===== config.mk =====
export PLATFORM = sky130hd
export DESIGN_NAME = i2s_dac_transmitter
export DESIGN_NICKNAME = d
export VERILOG_FILES = /design/src/rtl/i2s_dac_transmitter.sv
export SDC_FILE = /design/constraint.sdc
export NUM_CORES = 1
export LEC_CHECK = 0
export ABC_CLOCK_PERIOD_IN_PS = 6450
export BUFFER_PORTS_ARGS = -buffer_cell sky130_fd_sc_hd__buf_2
export CORE_MARGIN = 2
export CORE_UTILIZATION = 50
export DETAILED_ROUTE_END_ITERATION = 8
export GPL_ROUTABILITY_DRIVEN = 0
export PLACE_DENSITY_LB_ADDON = 0.1
export SETUP_SLACK_MARGIN = 0.5
export SYNTH_ARGS = -nofsm -noshare
export SYNTH_HDL_FRONTEND = slang
export SYNTH_SLANG_ARGS = --single-unit
export TNS_END_PERCENT = 100

===== constraint.sdc =====
create_clock -name clk -period 6.45 [get_ports clk]
set_input_delay 1.29 -clock clk [delete_from_list [all_inputs] [get_ports clk]]
set_output_delay 1.29 -clock clk [all_outputs]
set_load 0.005 [all_outputs]

===== src/rtl/i2s_dac_transmitter.sv =====
// I2S transmitter for the WM8731 DAC path. The codec masters BCLK/DACLRCK;
// this block buffers stereo pairs in a small FIFO and shifts each word out
// MSB first on DACDAT with the standard one-bit I2S delay after LRCK changes.
module i2s_dac_transmitter #(
    parameter int DATA_W     = 24,
    parameter int FIFO_DEPTH = 4,
    localparam int PTR_W     = $clog2(FIFO_DEPTH),
    localparam int LVL_W     = PTR_W + 1
) (
    input  logic              clk,
    input  logic              reset,
    input  logic              bclk,
    input  logic              daclrck,
    input  logic [DATA_W-1:0] left_data,
    input  logic [DATA_W-1:0] right_data,
    input  logic              sample_valid,
    output logic              sample_ready,
    output logic              dacdat,
    output logic              underflow,
    output logic [LVL_W-1:0]  fifo_level
);

    localparam int CNT_W = $clog2(DATA_W + 1);

    typedef struct packed {
        logic [DATA_W-1:0] left;
        logic [DATA_W-1:0] right;
    } pair_t;

    // The load of a new left word is an action taken on the frame-start
    // edge, not a dwell state, so only the three resting states exist.
    typedef enum logic [1:0] {
        WAIT_SYNC = 2'd0,
        SHIFT_L   = 2'd1,
        SHIFT_R   = 2'd2
    } state_t;

    state_t             state;
    logic               s1_bclk, s2_bclk, s3_bclk;
    logic               s1_lrck, s2_lrck;
    logic               lr_prev;
    logic               fe, lr_now, lr_fall, lr_rise;
    logic [DATA_W-1:0]  shift_q;
    logic [DATA_W-1:0]  hold_q;
    logic [CNT_W-1:0]   bit_cnt;

    pair_t              mem [FIFO_DEPTH];
    pair_t              rd_pair;
    logic [PTR_W-1:0]   wr_ptr, rd_ptr;
    logic               fifo_empty, do_push, do_pop, load_l;

    // Two-flop synchronizers; s3_bclk is the history used for edge detect.
    // lr_prev (updated only on fe) acts as the LRCK history.
    always_ff @(posedge clk) begin
        if (reset) begin
            s1_bclk <= 1'b0;
            s2_bclk <= 1'b0;
            s3_bclk <= 1'b0;
            s1_lrck <= 1'b0;
            s2_lrck <= 1'b0;
        end else begin
            s1_bclk <= bclk;
            s2_bclk <= s1_bclk;
            s3_bclk <= s2_bclk;
            s1_lrck <= daclrck;
            s2_lrck <= s1_lrck;
        end
    end

    assign fe      = s3_bclk & ~s2_bclk;
    assign lr_now  = s2_lrck;
    assign lr_fall = fe & lr_prev & ~lr_now;
    assign lr_rise = fe & ~lr_prev & lr_now;

    assign fifo_empty   = (fifo_level == '0);
    assign sample_ready = ~reset & (fifo_level != LVL_W'(FIFO_DEPTH));
    assign do_push      = sample_valid & sample_ready;
    // A pair pushed on the same clk as an empty-FIFO load is not bypassed.
    assign load_l       = lr_fall;
    assign do_pop       = load_l & ~fifo_empty;
    assign rd_pair      = mem[rd_ptr];

    // FIFO storage; contents need no reset since the pointers define validity.
    always_ff @(posedge clk) begin
        if (do_push)
            mem[wr_ptr] <= '{left: left_data, right: right_data};
    end

    // FIFO pointers and occupancy; pointers wrap naturally at FIFO_DEPTH.
    always_ff @(posedge clk) begin
        if (reset) begin
            wr_ptr     <= '0;
            rd_ptr     <= '0;
            fifo_level <= '0;
        end else begin
            if (do_push)
                wr_ptr <= wr_ptr + 1'b1;
            if (do_pop)
                rd_ptr <= rd_ptr + 1'b1;
            fifo_level <= fifo_level + LVL_W'(do_push) - LVL_W'(do_pop);
        end
    end

    // Frame FSM and serializer; all serial activity is gated by fe.
    always_ff @(posedge clk) begin
        if (reset) begin
            state     <= WAIT_SYNC;
            dacdat    <= 1'b0;
            underflow <= 1'b0;
            shift_q   <= '0;
            hold_q    <= '0;
            bit_cnt   <= '0;
            lr_prev   <= 1'b0;
        end else begin
            underflow <= 1'b0;
            if (fe) begin
                lr_prev <= lr_now;
                if (load_l) begin
                    // Left frame start: dacdat holds for the I2S delay slot.
                    state   <= SHIFT_L;
                    bit_cnt <= CNT_W'(DATA_W);
                    if (!fifo_empty) begin
                        shift_q <= rd_pair.left;
                        hold_q  <= rd_pair.right;
                    end else begin
                        shift_q   <= '0;
                        hold_q    <= '0;
                        underflow <= 1'b1;
                    end
                end else begin
                    case (state)
                        SHIFT_L, SHIFT_R: begin
                            if (state == SHIFT_L && lr_rise) begin
                                // Right frame start; unsent left bits are dropped.
                                shift_q <= hold_q;
                                bit_cnt <= CNT_W'(DATA_W);
                                state   <= SHIFT_R;
                            end else if (bit_cnt != '0) begin
                                dacdat  <= shift_q[DATA_W-1];
                                shift_q <= {shift_q[DATA_W-2:0], 1'b0};
                                bit_cnt <= bit_cnt - 1'b1;
                            end else begin
                                dacdat <= 1'b0;
                            end
                        end
                        default: dacdat <= 1'b0;
                    endcase
                end
            end
        end
    end

endmodule


==> results.yml <==
min_path:
  min_path_type: "reg2reg"
timing:
  slew_violations: 0
  slew_headroom_pct: 27.5
  holdWs_ns: 0.461
  finalWorstSetupSlack_ns: 2.88
  setup_viol: 0
  worst_pin_slew_ns: 1.08
  clock.fmax_mhz: 280
  skew_ns: 0.0213
  period_needed_ns: 3.57
  hold_violations: 0
  final.setup.tns_ns: 0
  rsz0062_at_grt: "no"
  period_share_pct: 55.4
yosys:
  synth_most_common_cell: "edfxtp_1"
  yosysSeqAreaShare_pct: 69.9
  synth_top_area_share_pct: 55.9
  synth-edff-count: 192
  async_reset_ff_share_pct: 0
  ys_ff_latch: 264
  synthTopCellsByArea: "edfxtp_1 (56%), dfxtp_1 (14%), mux4_2 (10%), a22oi_1 (1.8%), a21o_1 (1.7%)"
  synth_area_mm2: 0.0103
  synth-main-ff-cell: "edfxtp_1"
  synth_common_cells: "edfxtp_1 (192), dfxtp_1 (72), mux4_2 (48), nor2_1 (35), nand2_1 (30)"
  synth_cell_types: 48
  syn_area_per_cell_um2: 16.0
  synth.largest_area_cell: "edfxtp_1"
  syn_nets: 706
  yosysWarnings: 0
  postSynthCellCount: 644
detailed_routing:
  vias: 5634
  ant_nets: 0
  wirelength_um: 19500
  vias_per_cell: 5.72
  drc: 0
  drtPass1Iterations: 4
  routedWlPerCell_um: 19.8
  drtIter0Drc: 324
global_route:
  grt-ovfl-total: 0
  grt_use_total_pct: 18.5
  antenna_found_initial: 0
  grt_pass1_vias: 5864
  grt_pass1_wl_um: 31800
  grt_max_degree: 73
placement:
  pre_cts_ws_ns: 2.25
  io_buffers: 58
  dp_hpwl_um: 11500
  placed_area_mm2: 0.0108
clock_network:
  ctsHtreeMaxLevel: 1
  max-clock-path-buffers: 3
  cts_resized: 0
  path_clk_slew_ns: 0.06
  clock_latency_ns: 0.55
  postCtsSetupBuffers: 0
  cts_made_buffers: 28
  cts_sinks: 264
  root_buffer: "clkbuf_16"
  cts_tree: "done"
  holdBufCountCts: 0
critical_path:
  crit_path_start_kind: "input pin"
  cp_slowest_cell: "a211oi_1"
  cp.required_ns: 6.84
  critPathCaptureType: "flip-flop"
  crit_top_cell: "inv_1"
  arrival_ns: 3.96
  path_cells: "buf_2, buf_4, a211oi_1, inv_1, ha_1, inv_1, ha_1, inv_1, fa_1, xor2_1, xnor2_1, nor2_1"
  slowest_delay_ns: 0.82
  worstPathMaxFanout: 72
  crit_type: "in2reg"
pwr:
  vdd_ir_drop_max_v: 0.000249
  leakage_nw: 3.74
  power_density_mw_per_mm2: 297
floorplan:
  die_area_mm2: 0.0218
  coreArea_mm2: 0.0202
  rows: 52
  die-height_um: 148
  floorplan.initialDensity_pct: 51.0
  die_x_um: 148
  io_pins: 59
layout:
  syn2layout_area_growth_pct: 12.7
  nFillCells: 1585
  drive_gt1_share_pct: 23.9
  finalInstanceArea_mm2: 0.0116
  finalNetCount: 755
  fin_util_pct: 57.5
  antenna_cells: 0
outcome:
  status: "finished clean"
flow_run:
  drv_cap: 0
worst max-delay path, delay by kind of cell:
family	cells	cell delay [ns]
simple gates	1	0.05
fa+ha+maj	3	0.83
compound gates	1	0.82
buf+inv	5	0.66
xor+xnor	2	0.30
routing by layer:
metal	vias up	share of wire, %	routed length, um	track usage [%]
li1	2614	-	-	-
met1	2865	44	8560	25.4
met2	120	50	9750	31.0
met3	35	3.5	686	2.96
met4	0	2.6	503	5.10
met5	-	0	0	0
kinds of logic (layout without fill, tap and decap cells):
kind of cell | count (synthesis) | in the layout | synth area share [%]
compound gates | 114 | 114 | 8.16
xor+xnor | 5 | 5 | 0.425
fa+ha+maj | 9 | 9 | 1.16
buf+inv | 59 | 130 | 2.79
flops | 264 | 264 | 69.9
mux | 49 | 49 | 10.6
simple gates | 144 | 144 | 7.02
placed cells by master (no fill, tap or decap), drive strengths merged, types with 2 or more instances in the layout:
master    instances
clkbuf           36
nor2             35
and2              5
o21ai            24
nand3            25
nor3             26
a22oi            25
ha                8
nor2b             7
clkinvlp          2
clkinv           13
a311oi           23
nor3b             2
xnor2             3
a21o             24
a21oi             8
edfxtp          192
buf              67
o22ai             2
o31ai             3
nand2b            5
nand2            31
a211oi            2
xor2              2
mux4             48
dfxtp            72
inv              11
per-stage QoR:
| step | total power, W | instances |
|---|---|---|
| finish | 0.00346 | 985 |
| global route | 0.00358 | 985 |
| CTS | 0.00349 | 985 |
| detailed placement | 0.00202 | 933 |
| global placement | 0.00202 | 933 |
| floorplan | 0.00196 | 644 |
sequential cells by signal (all words and copies together) (netlist names), 2 cells and up, named ones only:
register	flops
wr_ptr	2
bit_cnt	5
state	2
mem	192
fifo_level	3
rd_ptr	2
hold_q	24
shift_q	24
layout make-up:
cell class / count / area [um2] / area share [%]
flip-flops and latches: 264 / 7210 / 62.0
multi-input cells: 321 / 2830 / 24.3
clock buffers: 36 / 741 / 6.37
repair buffers: 67 / 358 / 3.08
well taps: 270 / 338 / 2.91
clock inverters: 16 / 111 / 0.958
inverters: 11 / 41.3 / 0.355
power by group:
part	leakage [nW]	switching (W)	internal, W
sequential	2.33	0.0000110	0.00186
clock	0.415	0.000628	0.000848
combinational	0.999	0.0000665	0.0000413
total	3.74	0.000706	0.00275
final timing paths:
kind,startpoint,endpoint,slack [ns],depth (start not counted)
worst min-delay path,s1_lrck,lr_now,0.46,1
worst min register to register,s1_lrck,lr_now,0.46,1
worst max register to register,fifo_level[1],fifo_level[2],3.58,11
worst max-delay path,reset,fifo_level[2],2.88,12
(Power assumes the default switching activity.)
